## src/rtl/clk_step_ctrl.sv

```systemverilog
// Turns the divided slow_tick into one-cycle clock enables in the main_clk domain, with debounced
// single-step and halt. Optional macro STEP_ON_TICK_EN aligns single steps to the next slow_tick rise.
module clk_step_ctrl #(
    parameter int SYNC_STAGES     = 2,
    parameter int DEBOUNCE_CYCLES = 16,
    parameter int CNT_W           = 32
) (
    input  logic             main_clk,
    input  logic             rst_n,
    input  logic             slow_tick,
    input  logic             run_mode,
    input  logic             step_btn,
    input  logic             halt,
    output logic             ce,
    output logic [CNT_W-1:0] ce_count,
    output logic [1:0]       state
);

    localparam int DB_W = (DEBOUNCE_CYCLES > 2) ? $clog2(DEBOUNCE_CYCLES) : 1;

`ifdef STEP_ON_TICK_EN
    typedef enum logic [2:0] {
        S_HALT  = 3'd0,
        S_RUN   = 3'd1,
        S_ARMED = 3'd2,
        S_PEND  = 3'd3,
        S_HOLD  = 3'd4
    } state_t;
`else
    typedef enum logic [1:0] {
        S_HALT  = 2'd0,
        S_RUN   = 2'd1,
        S_ARMED = 2'd2,
        S_HOLD  = 2'd3
    } state_t;
`endif

    logic [SYNC_STAGES-1:0] tick_sync;
    logic                   tick_prev;
    logic [1:0]             run_sync;
    logic [1:0]             halt_sync;
    logic [1:0]             btn_sync;
    logic                   tick_s;
    logic                   run_mode_s;
    logic                   halt_s;
    logic                   btn_s;
    logic                   tick_rise;
    logic [DB_W-1:0]        db_cnt;
    logic                   btn_db;
    logic                   btn_db_prev;
    logic                   btn_rise;
    state_t                 st;

    assign tick_s     = tick_sync[SYNC_STAGES-1];
    assign run_mode_s = run_sync[1];
    assign halt_s     = halt_sync[1];
    assign btn_s      = btn_sync[1];
    assign tick_rise  = tick_s & ~tick_prev;
    assign btn_rise   = btn_db & ~btn_db_prev;
    assign state      = st[1:0];

    // slow_tick is only ever sampled as data; nothing is clocked from it
    always_ff @(posedge main_clk or negedge rst_n) begin
        if (!rst_n) begin
            tick_sync <= '0;
            tick_prev <= 1'b0;
            run_sync  <= 2'b00;
            halt_sync <= 2'b00;
            btn_sync  <= 2'b00;
        end else begin
            tick_sync <= {tick_sync[SYNC_STAGES-2:0], slow_tick};
            tick_prev <= tick_s;
            run_sync  <= {run_sync[0], run_mode};
            halt_sync <= {halt_sync[0], halt};
            btn_sync  <= {btn_sync[0], step_btn};
        end
    end

    // A new button level is accepted only after DEBOUNCE_CYCLES consecutive differing samples
    always_ff @(posedge main_clk or negedge rst_n) begin
        if (!rst_n) begin
            db_cnt      <= '0;
            btn_db      <= 1'b0;
            btn_db_prev <= 1'b0;
        end else begin
            btn_db_prev <= btn_db;
            if (btn_s == btn_db) begin
                db_cnt <= '0;
            end else if (db_cnt == DB_W'(DEBOUNCE_CYCLES - 1)) begin
                btn_db <= btn_s;
                db_cnt <= '0;
            end else begin
                db_cnt <= db_cnt + DB_W'(1);
            end
        end
    end

    always_ff @(posedge main_clk or negedge rst_n) begin
        if (!rst_n) begin
            st <= S_HALT;
            ce <= 1'b0;
        end else if (halt_s) begin
            st <= S_HALT;
            ce <= 1'b0;
        end else begin
            ce <= 1'b0;
            case (st)
                S_HALT: st <= run_mode_s ? S_RUN : S_ARMED;
                S_RUN: begin
                    // pulse follows the current state, so a mode drop never swallows a tick
                    ce <= tick_rise;
                    if (!run_mode_s) st <= S_ARMED;
                end
                S_ARMED: begin
                    if (run_mode_s) begin
                        st <= S_RUN;
                    end else if (btn_rise) begin
`ifdef STEP_ON_TICK_EN
                        st <= S_PEND;
`else
                        st <= S_HOLD;
                        ce <= 1'b1;
`endif
                    end
                end
`ifdef STEP_ON_TICK_EN
                S_PEND: begin
                    if (tick_rise) begin
                        ce <= 1'b1;
                        st <= S_HOLD;
                    end
                end
`endif
                S_HOLD: begin
                    if (!btn_db) st <= run_mode_s ? S_RUN : S_ARMED;
                end
                default: st <= S_HALT;
            endcase
        end
    end

    always_ff @(posedge main_clk or negedge rst_n) begin
        if (!rst_n) begin
            ce_count <= '0;
        end else if (ce) begin
            ce_count <= ce_count + CNT_W'(1);
        end
    end

endmodule
```

## config.mk

```make
export PLATFORM = sky130hd
export DESIGN_NAME = clk_step_ctrl
export DESIGN_NICKNAME = d
export VERILOG_FILES = /design/src/rtl/clk_step_ctrl.sv
export SDC_FILE = /design/constraint.sdc
export NUM_CORES = 1
export LEC_CHECK = 0
export ABC_AREA = 0
export BUFFER_PORTS_ARGS = -buffer_cell sky130_fd_sc_hd__buf_2
export CORE_MARGIN = 2
export CORE_UTILIZATION = 55
export CTS_CLUSTER_DIAMETER = 200
export DETAILED_ROUTE_END_ITERATION = 8
export PLACE_DENSITY = 0.84
export RECOVER_POWER = 25
export SETUP_SLACK_MARGIN = 0.4
export SLEW_MARGIN = 40
export SYNTH_ARGS = -nofsm -noshare
export SYNTH_HDL_FRONTEND = slang
export SYNTH_SLANG_ARGS = --single-unit
```

## constraint.sdc

```tcl
create_clock -name main_clk -period 4 [get_ports main_clk]
set_input_delay 0.2 -clock main_clk [delete_from_list [all_inputs] [get_ports main_clk]]
set_output_delay 0.2 -clock main_clk [all_outputs]
set_load 0.1 [all_outputs]
```

# After elaboration in Yosys (flattened, before gate mapping)
# Cells that the tools add are included.
# Widths: inputs -> output; s select.
[word_totals]
regBits = 50
latch_bits = 0
ram_bits = 0
romBits = 0
input_bits = 6
elab_cells = 42
mem_count = 0
[classes]
n_addsub = 2
mul = 0
div = 0
order_cmp = 0
n_eq_ne = 8
shift = 0
muxes = 13
bitwise = 5
reduce_logical = 3
[op_table]
columns = ["operator", "count"]
rows = [
  ["$add 32x1->32 const B", 1],
  ["$mux 2", 6],
  ["$mux 4", 2],
  ["$pmux 2 s4", 1],
  ["$ne 3x3->1 const B", 2],
  ["$add 4x1->4 const B", 1],
  ["$eq 2x2->1 const B", 2],
  ["$eq 4x4->1 const B", 1],
  ["$ne 4x4->1 const B", 1],
  ["$mux 1", 3],
  ["$not 1->1", 3],
  ["$reduce_and 3->1", 1],
  ["$and 1x1->1", 2],
  ["$eq 2x1->1 const B", 1],
  ["$logic_not 2->1", 1],
  ["$pmux 1 s2", 1],
  ["$reduce_and 2->1", 1],
  ["$eq 1x1->1", 1],
]

# Depth between registers and ports, before layout
[logic_depth]
word_depth = 6
ltp_mapped = 6
mapped_depth_nobuf = 6

# Worst setup path after synthesis
# No wires, ideal clock.
[synth_timing]
path_type = "register to register"
from = "reg ce_count[3]"
to = "reg ce_count[21]"
arrival_time_ps = 2158
required_ps = 3842
setup_slack_ps = 1684
stages_incl_launch_ff = 5
n_path_buf = 0
cell_sequence = "dfrtp_1 > nand4_1 > nor4_2 > nand3_1 > xnor2_1"
[synth_via]
elab_chain_cells = 1
[synth_rtl]
columns = ["item", "line", "text"]
rows = [
  ["from (decl)", "15", "output logic [CNT_W-1:0] ce_count,"],
  ["from (signal assigned)", "146", "ce_count <= ce_count + CNT_W'(1);"],
  ["$add 32x1->32", "146", ""],
]
# Every way passes these cells.
# A chain may end at the register's enable or synchronous reset.

# Worst setup path in the final report
[layout_timing]
from = "reg ce_count[0]"
to = "reg ce_count[10]"
# The elaborated chain is that of the path after synthesis.

==> flow_metrics.env <==
export IMPL_synthDistinctLibCells=32
export IMPL_drt_wl_total_um=4057
export IMPL_start_util_pct=58.39
export IMPL_skew_ns=0.002912
export IMPL_synth_nets=195
export IMPL_drt_iter0_drc=94
export IMPL_cts_root_buf="clkbuf_8"
export IMPL_numCtsBuffers=5
export IMPL_viasPerCell=5.562
export IMPL_grt_overflow=0
export IMPL_cp_arrival_ns=1.98
export IMPL_outcome="finished clean"
export IMPL_row_count=22
export IMPL_synthArstFlopShare_pct=100.0
export IMPL_tns_ns=0
export IMPL_cts_sinks=50
export IMPL_cap_viol_max_count=0
export IMPL_path_clk_slew_ns=0.08
export IMPL_setup_viol=0
export IMPL_synthDominantCellAreaShare_pct=57.24
export IMPL_ys_seq_elements=50
export IMPL_die_y_um=67.04
export IMPL_area_growth_pct=17.40
export IMPL_grt_pass1_vias=1500
export IMPL_cts_max_level=2
export IMPL_nets=244
export IMPL_synth_most_common_cell="dfrtp_1"
export IMPL_num_antenna_cells=0
export IMPL_synth_edf_count=0
export IMPL_critPathMaxFanout=9
export IMPL_cp_data_required_time_ns=4.23
export IMPL_synth_common_cells="50 x dfrtp_1, 25 x xnor2_1, 15 x nand3_1, 15 x nand4_1"
export IMPL_pre_cts_ws_ns=2.296
export IMPL_cp_end_kind="flop"
export IMPL_synth_area_leaders="dfrtp_1 57%, xnor2_1 10%, nand4_1 4.3%, nand3_1 3.4%, xor2_1 3.2%"
export IMPL_syn_inst=184
export IMPL_firstDrtPassIters=4
export IMPL_grt_max_degree=51
export IMPL_fp_dieW_um=67.04
export IMPL_setup_ws_ns=2.247
export IMPL_grt_usage_pct=20.27
export IMPL_worst_setup_path_start_kind="flop"
export IMPL_leakage_uw=0.001266
export IMPL_r2r_end="ce_count[10]"
export IMPL_whs_endpoint="halt_sync[1]"
export IMPL_drc=0
export IMPL_cts_tree="yes"
export IMPL_clock_latency_ns=0.30
export IMPL_io_pins=41
export IMPL_netlist_area_um2=2186
export IMPL_fmax_mhz=570.3
export IMPL_crit_type="flop to flop"
export IMPL_avgRoutedWirePerCell_um=14.44
export IMPL_rsz0062_at_grt="no"
export IMPL_reg2reg_depth=5
export IMPL_min_delay_start="halt_sync[0]"
export IMPL_post_route_period_util_pct=43.84
export IMPL_drive_gt1_share_pct=24.03
export IMPL_holdPathStages=0
export IMPL_port_buffers=40
export IMPL_ant_nets=0
export IMPL_yosysTopAreaCell="dfrtp_1"
export IMPL_antenna_found_initial=0
export IMPL_num_vias=1563
export IMPL_postCtsResizedCells=0
export IMPL_ir_worst_vdd_v=0.0003882
export IMPL_avgSynthCellArea_um2=11.88
export IMPL_slew_viol_final=0
export IMPL_gp_congestion=0.7955
export IMPL_finalHoldViolCount=0
export IMPL_pwr_density_cell_nw_per_um2=420.1
export IMPL_period_needed_ns=1.753
export IMPL_post_route_util_pct=68.55
export IMPL_dpl_hpwl_um=2938
export IMPL_ys_seq_area_share_pct=57.24
export IMPL_cts_buffer_depth=2
export IMPL_ys_warn_count=0
export IMPL_reg2reg_from="ce_count[0]"
export IMPL_fp_coreArea_um2=3744
export IMPL_reg2reg_slack_ns=2.25
export IMPL_max_slew_margin_pct=60.34
export IMPL_ys_flop_type="dfrtp_1"
export IMPL_tightest_slew_ns=0.5948
export IMPL_die_area_um2=4494
export IMPL_hold_class="flop to flop"
export IMPL_grt_pass1_wl_um=6734
## registers in the layout, summed over array words and instances (netlist names)
name	count
btn_sync	2
ce	1
ce_count	32
db_cnt	4
tick_sync	2
btn_db_prev	1
state	2
tick_prev	1
btn_db	1
run_sync	2
halt_sync	2
## where the power goes
group          leakage, uW  total [uW]  internal (uW)  switching (uW)
clock network    0.0000438         269            117             152
registers         0.000672         555            529            26.6
logic             0.000550         253           59.4             194
total              0.00127        1080            706             372
## worst max-delay path, cell delays in order, from the launching register on
cell and delay (ns):
dfrtp_1 0.45, ha_1 0.23, and3_1 0.37, and3_1 0.29, and3_2 0.20, xor2_1 0.13
## worst max-delay path by stage
stage | cells past startpoint | to | slack (ns) | start
global placement | 5 | ce_count[10] | 2.32 | ce_count[0]
finish | 5 | ce_count[10] | 2.25 | ce_count[0]
global route | 5 | ce_count[10] | 2.12 | ce_count[0]
CTS | 5 | ce_count[10] | 2.25 | ce_count[0]
floorplan | 4 | ce_count[21] | 1.68 | ce_count[3]
detailed placement | 5 | ce_count[10] | 2.30 | ce_count[0]
## cells by family after synthesis
family,count (synthesis),synth area share (%)
XOR/XNOR,33,13.22
multiplexers,2,1.030
AO/OA/AOI/OAI,10,2.863
AND/OR/NAND/NOR,76,21.41
buffers and inverters,8,1.374
flip-flops,50,57.24
adder cells (fa/ha/maj),5,2.862
## cells in the final DEF (no fill, tap or decap), drive strengths merged, types with 3 or more instances in the layout
cell type and instances:
dfrtp 50, buf 40, xnor2 25, nand3 16
nand4 15, xor2 8, nand2 8, and3 8
nor2 6, inv 5, ha 5, clkbuf 5
dlygate4sd3 5, nor3 5, nor4 5, nor2b 3
a211oi 3, and4 3
## per-layer routing
layer | GRT usage, % | up-vias | part of all wire (%)
met2 | 31.44 | 47 | 46
met4 | 7.398 | 0 | 1.8
met5 | 0 | - | 0
met1 | 26.21 | 752 | 46
li1 | - | 756 | -
met3 | 7.095 | 8 | 6.4
## stage by stage
| step | instances | hold WS, ns | area, um^2 | total power [uW] |
|---|---|---|---|---|
| after floorplan | 184 | -0.09559 | 2186 | 761.0 |
| after global placement | 269 | 0.3080 | 2435 | 806.8 |
| after detailed placement | 269 | 0.2498 | 2437 | 816.6 |
| after CTS | 280 | 0.004515 | 2556 | 1087 |
| after global routing | 281 | 0.3681 | 2566 | 1127 |
| final | 281 | 0.3541 | 2566 | 1078 |
## timing repair
item | in CTS | in global routing
buffers inserted | 0 | 0
endpoints found under the hold margin | 53 | 1
hold buffers | 4 | 1
## layout make-up
cell class                      instances  area (um^2)
Sequential cell                        50         1251
Clock inverter                          2        10.01
Multi-Input combinational cell        126        904.6
Fill cell                             296         1177
Tap cell                               48        60.06
Timing Repair Buffer                   45        252.7
Clock buffer                            5        68.82
Inverter                                5        18.77
Note: power is estimated with default switching activity, not from simulation.
